**config.mk**
```make
export PLATFORM = sky130hd
export DESIGN_NAME = ps2_host_tx
export DESIGN_NICKNAME = d
export VERILOG_FILES = /design/src/rtl/ps2_pkg.sv /design/src/rtl/ps2_line_filter.sv /design/src/rtl/ps2_host_tx.sv
export SDC_FILE = /design/constraint.sdc
export NUM_CORES = 1
export LEC_CHECK = 0
export ABC_AREA = 1
export CAP_MARGIN = 20
export CORE_MARGIN = 1.5
export CORE_UTILIZATION = 50
export DETAILED_ROUTE_END_ITERATION = 10
export GPL_ROUTABILITY_DRIVEN = 0
export PLACE_DENSITY = 0.76
export SETUP_SLACK_MARGIN = 0.05
export SYNTH_ARGS = -nofsm -noshare
export SYNTH_HDL_FRONTEND = slang
export SYNTH_SLANG_ARGS = --single-unit
```
**constraint.sdc**
```tcl
create_clock -name clk -period 2.25 [get_ports clk]
set_input_delay 0.3375 -clock clk [delete_from_list [all_inputs] [get_ports clk]]
set_output_delay 0.3375 -clock clk [all_outputs]
set_load 0.05 [all_outputs]
```
**src/rtl/ps2_pkg.sv**
```systemverilog
// Shared PS/2 definitions: transmitter states, frame geometry, counter width
// and the keyboard command bytes used by both directions of the link.
package ps2_pkg;

   typedef enum logic [2:0] {
      IDLE,
      INHIBIT,
      REQ,
      SHIFT,
      ACK,
      WAIT_IDLE
   } state_t;

   localparam int FRAME_BITS = 10;
   localparam int CNT_W      = 21;

   localparam logic [7:0] CMD_SET_LEDS = 8'hED;
   localparam logic [7:0] CMD_ECHO     = 8'hEE;
   localparam logic [7:0] CMD_RESET    = 8'hFF;
   localparam logic [7:0] RSP_ACK      = 8'hFA;

   // Data bits LSB first, then odd parity, then the stop bit.
   function automatic logic [FRAME_BITS-1:0] build_frame(input logic [7:0] b);
      return {1'b1, ~^b, b};
   endfunction

endpackage

```
**src/rtl/ps2_line_filter.sv**
```systemverilog
// One PS/2 line: two-flop synchronizer, FILTER_LEN-sample debounce and a
// one-cycle pulse on each filtered 1->0 transition.
module ps2_line_filter #(
   parameter int FILTER_LEN = 8
) (
   input  logic clk,
   input  logic clrn,
   input  logic raw,
   output logic level,
   output logic fall
);

   localparam int FW = $clog2(FILTER_LEN + 1);

   logic          sync_p0;
   logic          sync_p1;
   logic [FW-1:0] cnt;

   // Idle PS/2 lines float high, so every stage resets to 1 to avoid a false edge.
   always_ff @(posedge clk or negedge clrn) begin
      if (!clrn) begin
         sync_p0 <= 1'b1;
         sync_p1 <= 1'b1;
         level   <= 1'b1;
         cnt     <= '0;
         fall    <= 1'b0;
      end else begin
         sync_p0 <= raw;
         sync_p1 <= sync_p0;
         fall    <= 1'b0;
         if (sync_p1 == level) begin
            cnt <= '0;
         end else if (cnt == FW'(FILTER_LEN - 1)) begin
            level <= sync_p1;
            cnt   <= '0;
            fall  <= level;
         end else begin
            cnt <= cnt + FW'(1);
         end
      end
   end

endmodule

```
**src/rtl/ps2_host_tx.sv**
```systemverilog
// Host-to-device PS/2 sender: inhibits the clock, presents the start bit,
// shifts a 10-bit frame on device clock falls and checks the device ACK.
module ps2_host_tx
   import ps2_pkg::*;
#(
   parameter int CLK_HZ         = 100_000_000,
   parameter int INHIBIT_CYCLES = 10_000,
   parameter int SETUP_CYCLES   = 200,
   parameter int FILTER_LEN     = 8,
   parameter int TIMEOUT_CYCLES = 2_000_000
) (
   input  logic       clk,
   input  logic       clrn,
   input  logic [7:0] tx_data,
   input  logic       tx_valid,
   output logic       tx_ready,
   input  logic       ps2_clk_in,
   input  logic       ps2_data_in,
   output logic       ps2_clk_oe,
   output logic       ps2_data_oe,
   output logic       busy,
   output logic       done,
   output logic       err
);

   if (CLK_HZ <= 0 || INHIBIT_CYCLES < 1 || SETUP_CYCLES < 1 ||
       TIMEOUT_CYCLES < 1 || TIMEOUT_CYCLES >= 2**CNT_W) begin : g_cfg_check
      $error("ps2_host_tx: parameter out of range for %0d-bit counters", CNT_W);
   end

   state_t                state;
   logic [FRAME_BITS-1:0] frame;
   logic [3:0]            bit_idx;
   logic [CNT_W-1:0]      phase_cnt;
   logic [CNT_W-1:0]      tmo_cnt;
   logic                  ack_ok;
   logic                  clk_level;
   logic                  clk_fall;
   logic                  data_level;
   logic                  data_fall_unused;
   logic                  tmo_expired;

   ps2_line_filter #(.FILTER_LEN(FILTER_LEN)) u_clk_filter (
      .clk   (clk),
      .clrn  (clrn),
      .raw   (ps2_clk_in),
      .level (clk_level),
      .fall  (clk_fall)
   );

   // The data line's edge pulse has no role in the send direction.
   ps2_line_filter #(.FILTER_LEN(FILTER_LEN)) u_data_filter (
      .clk   (clk),
      .clrn  (clrn),
      .raw   (ps2_data_in),
      .level (data_level),
      .fall  (data_fall_unused)
   );

   assign tx_ready    = (state == IDLE);
   assign busy        = ~tx_ready;
   assign tmo_expired = (tmo_cnt >= CNT_W'(TIMEOUT_CYCLES - 1));

   always_ff @(posedge clk) begin
      if (tx_valid && state == IDLE) frame <= build_frame(tx_data);
   end

   always_ff @(posedge clk or negedge clrn) begin
      if (!clrn) begin
         state       <= IDLE;
         ps2_clk_oe  <= 1'b0;
         ps2_data_oe <= 1'b0;
         done        <= 1'b0;
         err         <= 1'b0;
         bit_idx     <= '0;
         phase_cnt   <= '0;
         tmo_cnt     <= '0;
         ack_ok      <= 1'b0;
      end else begin
         done <= 1'b0;
         err  <= 1'b0;
         if (state == SHIFT || state == ACK || state == WAIT_IDLE) tmo_cnt <= tmo_cnt + CNT_W'(1);
         case (state)
            IDLE: begin
               if (tx_valid) begin
                  state      <= INHIBIT;
                  ps2_clk_oe <= 1'b1;
                  phase_cnt  <= '0;
                  bit_idx    <= '0;
               end
            end
            INHIBIT: begin
               if (phase_cnt == CNT_W'(INHIBIT_CYCLES - 1)) begin
                  state       <= REQ;
                  ps2_data_oe <= 1'b1;
                  phase_cnt   <= '0;
               end else begin
                  phase_cnt <= phase_cnt + CNT_W'(1);
               end
            end
            REQ: begin
               if (phase_cnt == CNT_W'(SETUP_CYCLES - 1)) begin
                  state      <= SHIFT;
                  ps2_clk_oe <= 1'b0;
                  tmo_cnt    <= '0;
               end else begin
                  phase_cnt <= phase_cnt + CNT_W'(1);
               end
            end
            // A clock fall takes priority over a timeout landing in the same cycle.
            SHIFT: begin
               if (clk_fall) begin
                  ps2_data_oe <= ~frame[bit_idx];
                  if (bit_idx == 4'(FRAME_BITS - 1)) state <= ACK;
                  else bit_idx <= bit_idx + 4'd1;
               end else if (tmo_expired) begin
                  ps2_clk_oe  <= 1'b0;
                  ps2_data_oe <= 1'b0;
                  err         <= 1'b1;
                  state       <= IDLE;
               end
            end
            ACK: begin
               if (clk_fall) begin
                  ack_ok <= ~data_level;
                  state  <= WAIT_IDLE;
               end else if (tmo_expired) begin
                  ps2_clk_oe  <= 1'b0;
                  ps2_data_oe <= 1'b0;
                  err         <= 1'b1;
                  state       <= IDLE;
               end
            end
            WAIT_IDLE: begin
               if (clk_level && data_level) begin
                  done  <= ack_ok;
                  err   <= ~ack_ok;
                  state <= IDLE;
               end else if (tmo_expired) begin
                  ps2_clk_oe  <= 1'b0;
                  ps2_data_oe <= 1'b0;
                  err         <= 1'b1;
                  state       <= IDLE;
               end
            end
            default: begin
               state       <= IDLE;
               ps2_clk_oe  <= 1'b0;
               ps2_data_oe <= 1'b0;
            end
         endcase
      end
   end

endmodule

```
==> metrics.txt <==
Cell Rows 35; I/O Pins 19; GRT Residual Overflow 0; Worst setup SP type flip-flop; crit-path leading delay family simple AND/OR/NAND/NOR gates; post-CTS setup buffer count 0; #FFs+latches synth slightly below 80; Final nets 665; Final Slew Violations 0; MaxCap Viol Count 0; CTS max path bufs 2; Clock Skew ~12 ps; Main synth FF type dfrtp_1; crit-path cells ha_2 -> nand3_1 -> nor2_1 -> nand3_2 -> nand2_1 -> nand3_1 -> nor2_1 -> nand2_1 -> nand2_1; largest net degree at the start of global routing 29; Root Buffer clkbuf_8; Die Span Y between 100 and 150 um; Leakage ~2.5 nW; via count ~4.2k; antenna-violating nets left 0; final hold vios 0; Slew headroom between 60 and 70%; post-place setup slack approximately 230 ps; Post-Syn Area around 0.0048 sq mm; Port Buf Inserts 18; CP most frequent cell nand2_1; First DRT Iteration DRCs 309; Vias/cell between 5 and 6; ys async rst share 88.5%; hpwl dp 8050 um; fin crit share 88.8%; final cell utilization of the core 57.5%; class of the worst hold path reg2reg; vias in the first global route approximately 4.2k; Slowest Stage Delay on Critical Path ~470 ps; CTS tree built; H-tree levels 3; slew of the pin with the lowest slew margin around 570 ps; setup TNS 0 ps; # setup viols final 0; Syn Area/Cell between 7 and 8 sq um; Die Area 0.0101 sq mm; post-synthesis sequential area ratio a little over two fifths; Synthesis Warnings 0; final worst path period need around 2000 ps; Max Freq ~500 MHz; WP buf/inv 0; Crit Path Class reg2reg; Starting Density 51.6%; CTS Sinks ~80; post-synthesis instance total approximately 600; crit path capture type flip-flop; average wire per standard cell between 10 and 15 um; syn_nets around 640; First-pass DRT Iterations 5; initial antenna violation count 0; first-pass GRT wire length about 19,000 um; unrepaired setup endpoints after global routing false; hold_ws between 300 and 400 ps; share of layout cells above drive strength 1 13.2%; worst-skew pair later-pin latency around 360 ps; CP Data Required Time around 2600 ps; # diodes 0; crit-path max FO 8; number of synthesized flops with an enable pin 9; Distinct cells, synth 50; arrival time at the worst endpoint approximately 2300 ps; final worst setup slack between 200 and 300 ps; fillers roughly 860; Num CTS Buffers 9; status completed; VDD IR-drop max 0.709 mV; GRT Total Usage 23.7%; Die Wd around 100 um; Pwr per Cell Area between 1000 and 1500 mW/mm^2; clk slew on worst S/H paths approximately 90 ps; Critical Path Slowest Stage Cell dfrtp_1; Reg2Reg Setup Slack approximately 250 ps; Residual DRC 0; Synth-to-Final Area Change 11.6%; wirelength, routed ~11,000 um; core area just over 0.009 sq mm
[cell usage after synthesis (2+ instances only)]
cell type / n / area, sq um
a21oi_1: 19 / 95.1
buf_2: 6 / 30.0
dfrtp_1: 63 / 1580
dfstp_2: 6 / 158
edfxtp_1: 9 / 270
ha_1: 6 / 75.1
inv_1: 64 / 240
inv_2: 15 / 56.3
nand2_1: 159 / 597
nand2_2: 3 / 18.8
nand2_4: 2 / 22.5
nand3_1: 51 / 255
nand3_2: 4 / 40.0
nand3b_1: 6 / 45.0
nand4_1: 12 / 75.1
nor2_1: 74 / 278
nor2_2: 3 / 18.8
nor2_4: 4 / 45.0
nor3_1: 16 / 80.1
nor3_2: 2 / 20.0
nor4_1: 2 / 12.5
nor4_4: 2 / 42.5
o211ai_1: 8 / 60.1
o21ai_0: 9 / 45.0
o21ai_1: 9 / 45.0
o21ai_2: 10 / 87.6
o22ai_1: 2 / 12.5
or2_2: 2 / 12.5
xnor2_1: 10 / 87.6
xor2_1: 20 / 175
[repair_timing]
action	CTS	global route
setup endpoints to repair	0	3
gates resized for setup	0	1
hold buffers	1	0
endpoints found under the hold margin	20	0
[where the power goes]
part / internal (mW) / leakage, nW / switching (mW)
Clock: 0.470 / 0.0877 / 0.570
Combinational: 0.792 / 1.41 / 1.50
Sequential: 1.77 / 0.978 / 0.412
[cell families (layout without fill, tap and decap cells)]
logic type | after synthesis | after routing | share of synthesized area [%]
AND/OR/NAND/NOR | 349 | 349 | 34.5
buffers and inverters | 89 | 122 | 7.41
flip-flops | 78 | 78 | 42.1
AO/OA/AOI/OAI | 64 | 64 | 8.46
XOR/XNOR | 30 | 30 | 5.52
adder cells (fa/ha/maj) | 6 | 6 | 1.58
multiplexers | 2 | 2 | 0.447
[placed cells by master, fill, tap and decap left out, types with 2 or more instances in the layout]
master | netlist | final
edfxtp_1 | 9 | 9
nor4_1 | 2 | 2
xor2_1 | 20 | 20
a21oi_1 | 19 | 19
o21ai_1 | 9 | 9
nor2_4 | 4 | 4
o21ai_2 | 10 | 10
clkinvlp_4 | 0 | 3
inv_1 | 64 | 64
dfrtp_1 | 63 | 63
nand2_1 | 159 | 159
nor3_1 | 16 | 16
o21ai_0 | 9 | 9
clkinv_1 | 1 | 2
or2_2 | 2 | 2
nor2_1 | 74 | 73
nand3_2 | 4 | 4
nand2_4 | 2 | 2
buf_4 | 1 | 8
nand3_1 | 51 | 51
xnor2_1 | 10 | 10
clkbuf_8 | 0 | 9
nand4_1 | 12 | 12
nor3_2 | 2 | 2
nor2_2 | 3 | 4
o211ai_1 | 8 | 8
nand3b_1 | 6 | 6
dfstp_2 | 6 | 6
clkdlybuf4s50_1 | 0 | 15
o22ai_1 | 2 | 2
nand2_2 | 3 | 3
nor4_4 | 2 | 2
inv_2 | 15 | 15
ha_1 | 6 | 5
[per-layer routing]
layer | GRT usage (%) | part of all wire [%] | vias up
li1 | - | - | 2058
met1 | 31.2 | 43 | 1999
met2 | 38.5 | 48 | 160
met3 | 4.51 | 6.6 | 29
met4 | 9.64 | 2.3 | 0
met5 | 0 | 0 | -
[path summary, 6_finish.rpt]
path                                 startpoint                   end  cells after the start
min reg2reg                u_clk_filter.sync_p0  u_clk_filter.sync_p1                      0
max reg2reg                        phase_cnt[0]              state[0]                      9
min in group asynchronous                  clrn           tmo_cnt[20]                      2
min                        u_clk_filter.sync_p0  u_clk_filter.sync_p1                      0
max in group asynchronous                  clrn  u_clk_filter.sync_p0                      3
max                                phase_cnt[0]              state[0]                      9
[layout make-up]
type,count,area (sq um),share of cell area [%]
repair buffers,26,245,4.61
flip-flops and latches,78,2000,37.7
clock buffers,10,149,2.80
inverters,80,300,5.65
well taps,129,161,3.04
multi-input cells,451,2410,45.4
clock inverters,6,43.8,0.824
[through the flow]
step	cell area (sq um)	power (mW)	instances
finish	5320	5.51	780
CTS	5310	5.51	780
floorplan	4770	3.90	618
global placement	5110	4.39	763
detailed placement	5110	4.46	763
global route	5320	5.94	780
[state kept, by name (all words and copies together), names as in the netlist]
signal and count:
state 3, u_clk_filter.fall 1, u_data_filter.cnt 4, bit_idx 4, frame 9, ps2_clk_oe 1
u_clk_filter.level 1, u_data_filter.sync_p1 1, tmo_cnt 21, err 1, u_clk_filter.sync_p1 1, u_data_filter.level 1
u_data_filter.sync_p0 1, phase_cnt 21, done 1, ps2_data_oe 1, u_clk_filter.cnt 4, u_clk_filter.sync_p0 1
ack_ok 1
[worst register-to-register path, cell delays in order (launching register included)]
cell	delay [ps]
dfrtp_1	470
ha_2	310
nand3_1	210
nor2_1	190
nand3_2	210
nand2_1	200
nand3_1	110
nor2_1	130
nand2_1	70
nand2_1	50
Power figures use the tool's default switching activity.
